$ cat config.mk
export PLATFORM = sky130hd
export DESIGN_NAME = csel_adder_pipe
export DESIGN_NICKNAME = d
export VERILOG_FILES = /design/src/rtl/csel_adder_pipe.sv
export SDC_FILE = /design/constraint.sdc
export NUM_CORES = 1
export LEC_CHECK = 0
export ABC_CLOCK_PERIOD_IN_PS = 13400
export CAP_MARGIN = 20
export CORE_ASPECT_RATIO = 1.5
export CORE_UTILIZATION = 30
export CTS_CLUSTER_DIAMETER = 120
export CTS_CLUSTER_SIZE = 10
export DETAILED_ROUTE_END_ITERATION = 10
export PLACE_DENSITY = 0.52
export RECOVER_POWER = 25
export SKIP_LAST_GASP = 1
export SYNTH_ARGS = -nofsm -noshare
export SYNTH_HDL_FRONTEND = slang
export SYNTH_SLANG_ARGS = --single-unit
$ cat constraint.sdc
create_clock -name clk -period 13.4 [get_ports clk]
set_input_delay 2.01 -clock clk [delete_from_list [all_inputs] [get_ports clk]]
set_output_delay 2.01 -clock clk [all_outputs]
set_load 0.01 [all_outputs]
$ cat src/rtl/csel_adder_pipe.sv
// csel_adder_pipe
//   Pipelined carry-select adder/subtractor with valid/ready handshaking.
//   The operand width is split into NBLK = WIDTH/BLOCK blocks. Each pipeline
//   stage resolves NBLK/STAGES of those blocks. A block computes two ripple
//   sums, one with carry-in 0 and one with carry-in 1, and the running carry
//   selects between them.
//
// Ports
//   clk        rising-edge clock
//   rst        synchronous active-high reset
//   in_valid   operands presented this cycle
//   in_ready   block accepts operands this cycle
//   a, b       operands (WIDTH bits)
//   cin        carry in, ignored when sub=1
//   sub        0: a+b+cin, 1: a-b
//   out_valid  result valid
//   out_ready  consumer accepts the result
//   sum        result modulo 2^WIDTH
//   cout       carry out of the MSB (for sub, 1 means no borrow)
//   ovf        signed overflow
module csel_adder_pipe #(
  parameter int WIDTH  = 32,
  parameter int BLOCK  = 4,
  parameter int STAGES = 2
) (
  input  logic             clk,
  input  logic             rst,
  input  logic             in_valid,
  output logic             in_ready,
  input  logic [WIDTH-1:0] a,
  input  logic [WIDTH-1:0] b,
  input  logic             cin,
  input  logic             sub,
  output logic             out_valid,
  input  logic             out_ready,
  output logic [WIDTH-1:0] sum,
  output logic             cout,
  output logic             ovf
);

  localparam int NBLK = WIDTH / BLOCK;
  localparam int BPS  = NBLK / STAGES;   // blocks resolved per stage
  localparam int SW   = BPS * BLOCK;     // bits resolved per stage

  if (((WIDTH % BLOCK) != 0) || ((NBLK % STAGES) != 0)) begin : g_param_err
    $error("csel_adder_pipe: WIDTH must be a multiple of BLOCK and NBLK a multiple of STAGES");
  end

  function automatic logic [BLOCK:0] ripple(input logic [BLOCK-1:0] x,
                                            input logic [BLOCK-1:0] y,
                                            input logic             ci);
    logic             c;
    logic [BLOCK-1:0] s;
    c = ci;
    s = '0;
    for (int i = 0; i < BLOCK; i++) begin
      s[i] = x[i] ^ y[i] ^ c;
      c    = (x[i] & y[i]) | (c & (x[i] ^ y[i]));
    end
    return {c, s};
  endfunction

  for (genvar k = 0; k < STAGES; k++) begin : g_stg
    // Operand bits still unresolved on entry to this stage. Only these bits
    // travel down the pipe, so the operand registers shrink stage by stage.
    localparam int RWI = WIDTH - k * SW;

    logic [RWI-1:0]        sa, sb;
    logic                  sc, sv;
    logic [SW-1:0]         nb;
    logic                  nc;
    logic [(k+1)*SW-1:0]   ns;
    logic                  rdy;
    logic                  v_r;
    logic [(k+1)*SW-1:0]   s_r;
    logic                  c_r;

    if (k == 0) begin : g_src
      // Subtraction is folded in here: invert b and force the carry to 1.
      assign sa = a;
      assign sb = sub ? ~b : b;
      assign sc = sub | cin;
      assign sv = in_valid;
      assign ns = nb;
    end else begin : g_src
      assign sa = g_stg[k-1].g_ops.a_r;
      assign sb = g_stg[k-1].g_ops.b_r;
      assign sc = g_stg[k-1].c_r;
      assign sv = g_stg[k-1].v_r;
      assign ns = {nb, g_stg[k-1].s_r};
    end

    // A stage can load when it is empty or its contents move on this cycle.
    if (k == STAGES - 1) begin : g_rdy
      assign rdy = !v_r | out_ready;
    end else begin : g_rdy
      assign rdy = !v_r | g_stg[k+1].rdy;
    end

    always_comb begin
      logic             cc;
      logic [BLOCK:0]   r0, r1;
      nb = '0;
      cc = sc;
      r0 = '0;
      r1 = '0;
      for (int j = 0; j < BPS; j++) begin
        r0 = ripple(sa[j*BLOCK +: BLOCK], sb[j*BLOCK +: BLOCK], 1'b0);
        r1 = ripple(sa[j*BLOCK +: BLOCK], sb[j*BLOCK +: BLOCK], 1'b1);
        nb[j*BLOCK +: BLOCK] = cc ? r1[BLOCK-1:0] : r0[BLOCK-1:0];
        cc = cc ? r1[BLOCK] : r0[BLOCK];
      end
      nc = cc;
    end

    always_ff @(posedge clk) begin
      if (rst) begin
        v_r <= 1'b0;
        s_r <= '0;
        c_r <= 1'b0;
      end else if (rdy) begin
        v_r <= sv;
        if (sv) begin
          s_r <= ns;
          c_r <= nc;
        end
      end
    end

    if (k < STAGES - 1) begin : g_ops
      logic [RWI-SW-1:0] a_r, b_r;
      always_ff @(posedge clk) begin
        if (rst) begin
          a_r <= '0;
          b_r <= '0;
        end else if (rdy && sv) begin
          a_r <= sa[RWI-1:SW];
          b_r <= sb[RWI-1:SW];
        end
      end
    end else begin : g_last
      // Carry into the MSB equals a^b^sum at the MSB, so overflow reduces to
      // a^b^sum^cout at that bit.
      logic ovf_r;
      always_ff @(posedge clk) begin
        if (rst) begin
          ovf_r <= 1'b0;
        end else if (rdy && sv) begin
          ovf_r <= sa[SW-1] ^ sb[SW-1] ^ nb[SW-1] ^ nc;
        end
      end
    end
  end

  assign in_ready  = g_stg[0].rdy;
  assign out_valid = g_stg[STAGES-1].v_r;
  assign sum       = g_stg[STAGES-1].s_r;
  assign cout      = g_stg[STAGES-1].c_r;
  assign ovf       = g_stg[STAGES-1].g_last.ovf_r;

endmodule

==> impl_metrics.csv <==
group,metric,value,unit
critical_path,critPathCaptureType,"flip-flop",
power_and_ir_drop,power.share.switching,0.247,
route,postRouteAntennaNets,0,
final_layout,nNetsFinal,674,
cts,clock_sinks,85,
critical_path,critical_path_arrival,8.44,ns
global_routing,grt-ovfl-total,0,
power_and_ir_drop,pwr-share-clk,0.416,
global_routing,grt_max_degree,86,
timing,max_freq,121,MHz
final_layout,final_layout_size_suffix_gt1_frac,0.139,
cts,cts-root-buf,"clkbuf_16",
status,status,"finished, violations left",
route,wirelength,12300,um
cts,postCtsHoldBufs,0,
power_and_ir_drop,net-switching-power,0.180,mW
logic_synthesis,synth_top_area_cell,"dfxtp_1",
global_routing,grt_pass1_wl,19900,um
route,wl_per_cell,16.0,um
timing,finalHoldViolCount,0,
logic_synthesis,synthCells,486,
global_routing,grtUsageMet3,0.0313,
cts,cts_tree,"done",
critical_path,crit_type,"in -> reg",
status,violations,"capacitance limit, slew limit",
placement,placedCellCount,751,
critical_path,cp_max_fo,36,
route,drt-pass1-iter-count,5,
critical_path,critPathBufInv,7,
power_and_ir_drop,p_comb_frac,0.193,
final_layout,n_fill_cell,1584,
power_and_ir_drop,peakVddDrop,0.0000712,V
critical_path,worst_setup_path_start_kind,"input port",
die,die_h,156,um
die,rows,55,
timing,setup_ws,5.13,ns
critical_path,cpMaxStageDelayCell,"buf_4",
logic_synthesis,synth-edff-count,0,
final_layout,fin_util,0.402,
cts,clkTransAtPathRegs,0.06,ns
timing,drv_slew,36,
power_and_ir_drop,total_power,0.728,mW
final_layout,syn_to_final_growth,29.9,%
final_layout,diodes,0,
power_and_ir_drop,p_int,0.549,mW
power_and_ir_drop,power_density,119,nW/um^2
global_routing,grt_use_met1,0.179,
worst_hold_path,hold_class,"reg -> reg",
cts,clk_latency,0.34,ns
route,drc,0,
route,viasPerCell,4.80,
placement,dpl_cell_area,5790,um^2
logic_synthesis,synthArstFlopShare,0,
die,start_util,0.310,
timing,period_needed,8.27,ns
timing,fin_crit_sh,0.617,
global_routing,grt_pass1_vias,3826,
die,ios,106,
die,die_w,105,um
cts,cts_buffer_depth,2,
placement,place_congestion,0.716,
critical_path,crit_family,"adder cells",
timing,clock_skew,0.00603,ns
logic_synthesis,synthTopCellsByCount,"85 x dfxtp_1, 62 x a21oi_1, 51 x o21ai_0",
logic_synthesis,synthTopCellsByArea,"dfxtp_1 36%, fa_1 10%, a211oi_2 7.1%",
timing,hold-worst-slack,0.462,ns
timing,setup_viol,0,
logic_synthesis,synth_nets,597,
logic_synthesis,ys_seq_area_frac,0.360,
route,num_vias,3678,
timing,tns,0,ns
timing,tightest_slew,1.76,ns
global_routing,globalRouteMet2Util,0.294,
die,die_area,16300,um^2
cts,numCtsBuffers,9,
global_routing,track_usage,0.157,
critical_path,cp_slowest_stage_delay,0.46,ns
timing,rsz0062_at_grt,"false",
timing,slew_headroom,-0.171,
cts,htree_levels,3,
logic_synthesis,yosysMostFrequentCell,"dfxtp_1",
power_and_ir_drop,power_frac_seq,0.391,
logic_synthesis,ys.flop_type,"dfxtp_1",
final_layout,fin_area,6140,um^2
critical_path,crit_top_cell,"fa_1",
flow_run,cap_violations,1,
logic_synthesis,avgSynthCellArea,9.74,um^2
placement,numPortBuffers,105,
cts,cts_resized,0,
die,coreArea,15300,um^2
global_routing,antenna_found_initial,0,
route,drt-initial-drc-count,153,
critical_path,cp.required,13.58,ns
global_routing,busiest_layer,"met2",
logic_synthesis,synth_warnings,0,
logic_synthesis,netlist_area,4730,um^2
logic_synthesis,synth_top_area_frac,0.360,
final_layout,finalNonFillerCells,766,
placement,dp_slack,4.74,ns
logic_synthesis,synth_cell_types,32,
cts,cts_setup_buffers,0,
placement,dp_hpwl,7950,um
logic_synthesis,synth-seq-cells,85,
power_and_ir_drop,p_leak,2.27,nW
sequential cells by signal (all words and copies together) (netlist names):
register / count
sum: 32
g_stg.g_ops.a_r: 16
ovf: 1
out_valid: 1
g_stg.s_r: 16
g_stg.g_ops.b_r: 16
cout: 1
g_stg.c_r: 1
g_stg.v_r: 1
cells in the final DEF, fill, tap and decap left out, drive strengths merged:
cell type | netlist | routed
inv | 37 | 37
nand4 | 1 | 1
dlygate4sd3 | 0 | 10
xor3 | 1 | 1
xor2 | 8 | 8
mux2i | 4 | 4
clkinv | 1 | 1
o31ai | 1 | 1
buf | 24 | 8
a211oi | 33 | 33
bufinv | 0 | 4
clkbuf | 21 | 12
nand2b | 1 | 1
or3 | 1 | 1
fa | 24 | 24
nor2b | 1 | 1
and3b | 1 | 1
nand3 | 49 | 49
ha | 17 | 17
o21ai | 52 | 52
xnor2 | 31 | 31
dfxtp | 85 | 85
nor2 | 5 | 5
a21oi | 88 | 88
clkdlybuf4s50 | 0 | 92
cell families (layout without fill, tap and decap cells):
logic type	count (synthesis)	after routing	share of synthesized area
buffers and inverters	83	164	0.0907
adders and majority gates	41	41	0.146
muxes	4	4	0.00846
DFF	85	85	0.360
xor gates and xnor gates	40	40	0.0772
AOI/OAI and AO/OA	174	174	0.251
and+or+nand+nor	59	59	0.0664
per-layer routing:
layer,up-vias,part of all wire
met1,1769,0.41
met5,-,0
met4,0,0.011
met2,82,0.54
met3,7,0.040
li1,1820,-
tightest hold or removal path, stage by stage, from the launching register on:
cell and delay [ns]:
dfxtp_1 0.30, nand3_1 0.06, a21oi_1 0.05
path summary, 6_finish.rpt:
check                                     startpoint                            end  depth (start not counted)  slack [ns]
setup / recovery                                 sub  g_stg[0].s_r[15]$_SDFFE_PP0P_                         28        5.13
hold / removal          g_stg[0].s_r[3]$_SDFFE_PP0P_            sum[3]$_SDFFE_PP0P_                          2        0.46
setup reg to reg  g_stg[0].g_ops.a_r[0]$_SDFFE_PP0P_               ovf$_SDFFE_PP0P_                         25        6.51
hold reg to reg         g_stg[0].s_r[3]$_SDFFE_PP0P_            sum[3]$_SDFFE_PP0P_                          2        0.46
power groups by stage:
stage / registers, mW / logic (mW) / clock network [mW]
6_report: 0.285 / 0.141 / 0.303
3_5_place_dp: 0.291 / 0.144 / 0
2_1_floorplan: 0.290 / 0.0896 / 0
3_3_place_gp: 0.290 / 0.141 / 0
5_1_grt: 0.287 / 0.158 / 0.319
4_1_cts: 0.285 / 0.145 / 0.309
layout make-up:
| class | instances | area [um^2] | area share |
|---|---|---|---|
| Clock buffer | 11 | 243 | 0.0395 |
| Clock inverter | 4 | 120 | 0.0195 |
| Inverter | 38 | 148 | 0.0240 |
| Multi-Input combinational cell | 318 | 2600 | 0.424 |
| Sequential cell | 85 | 1700 | 0.277 |
| Tap cell | 199 | 249 | 0.0405 |
| Timing Repair Buffer | 111 | 1080 | 0.176 |
Power figures use the tool's default switching activity.
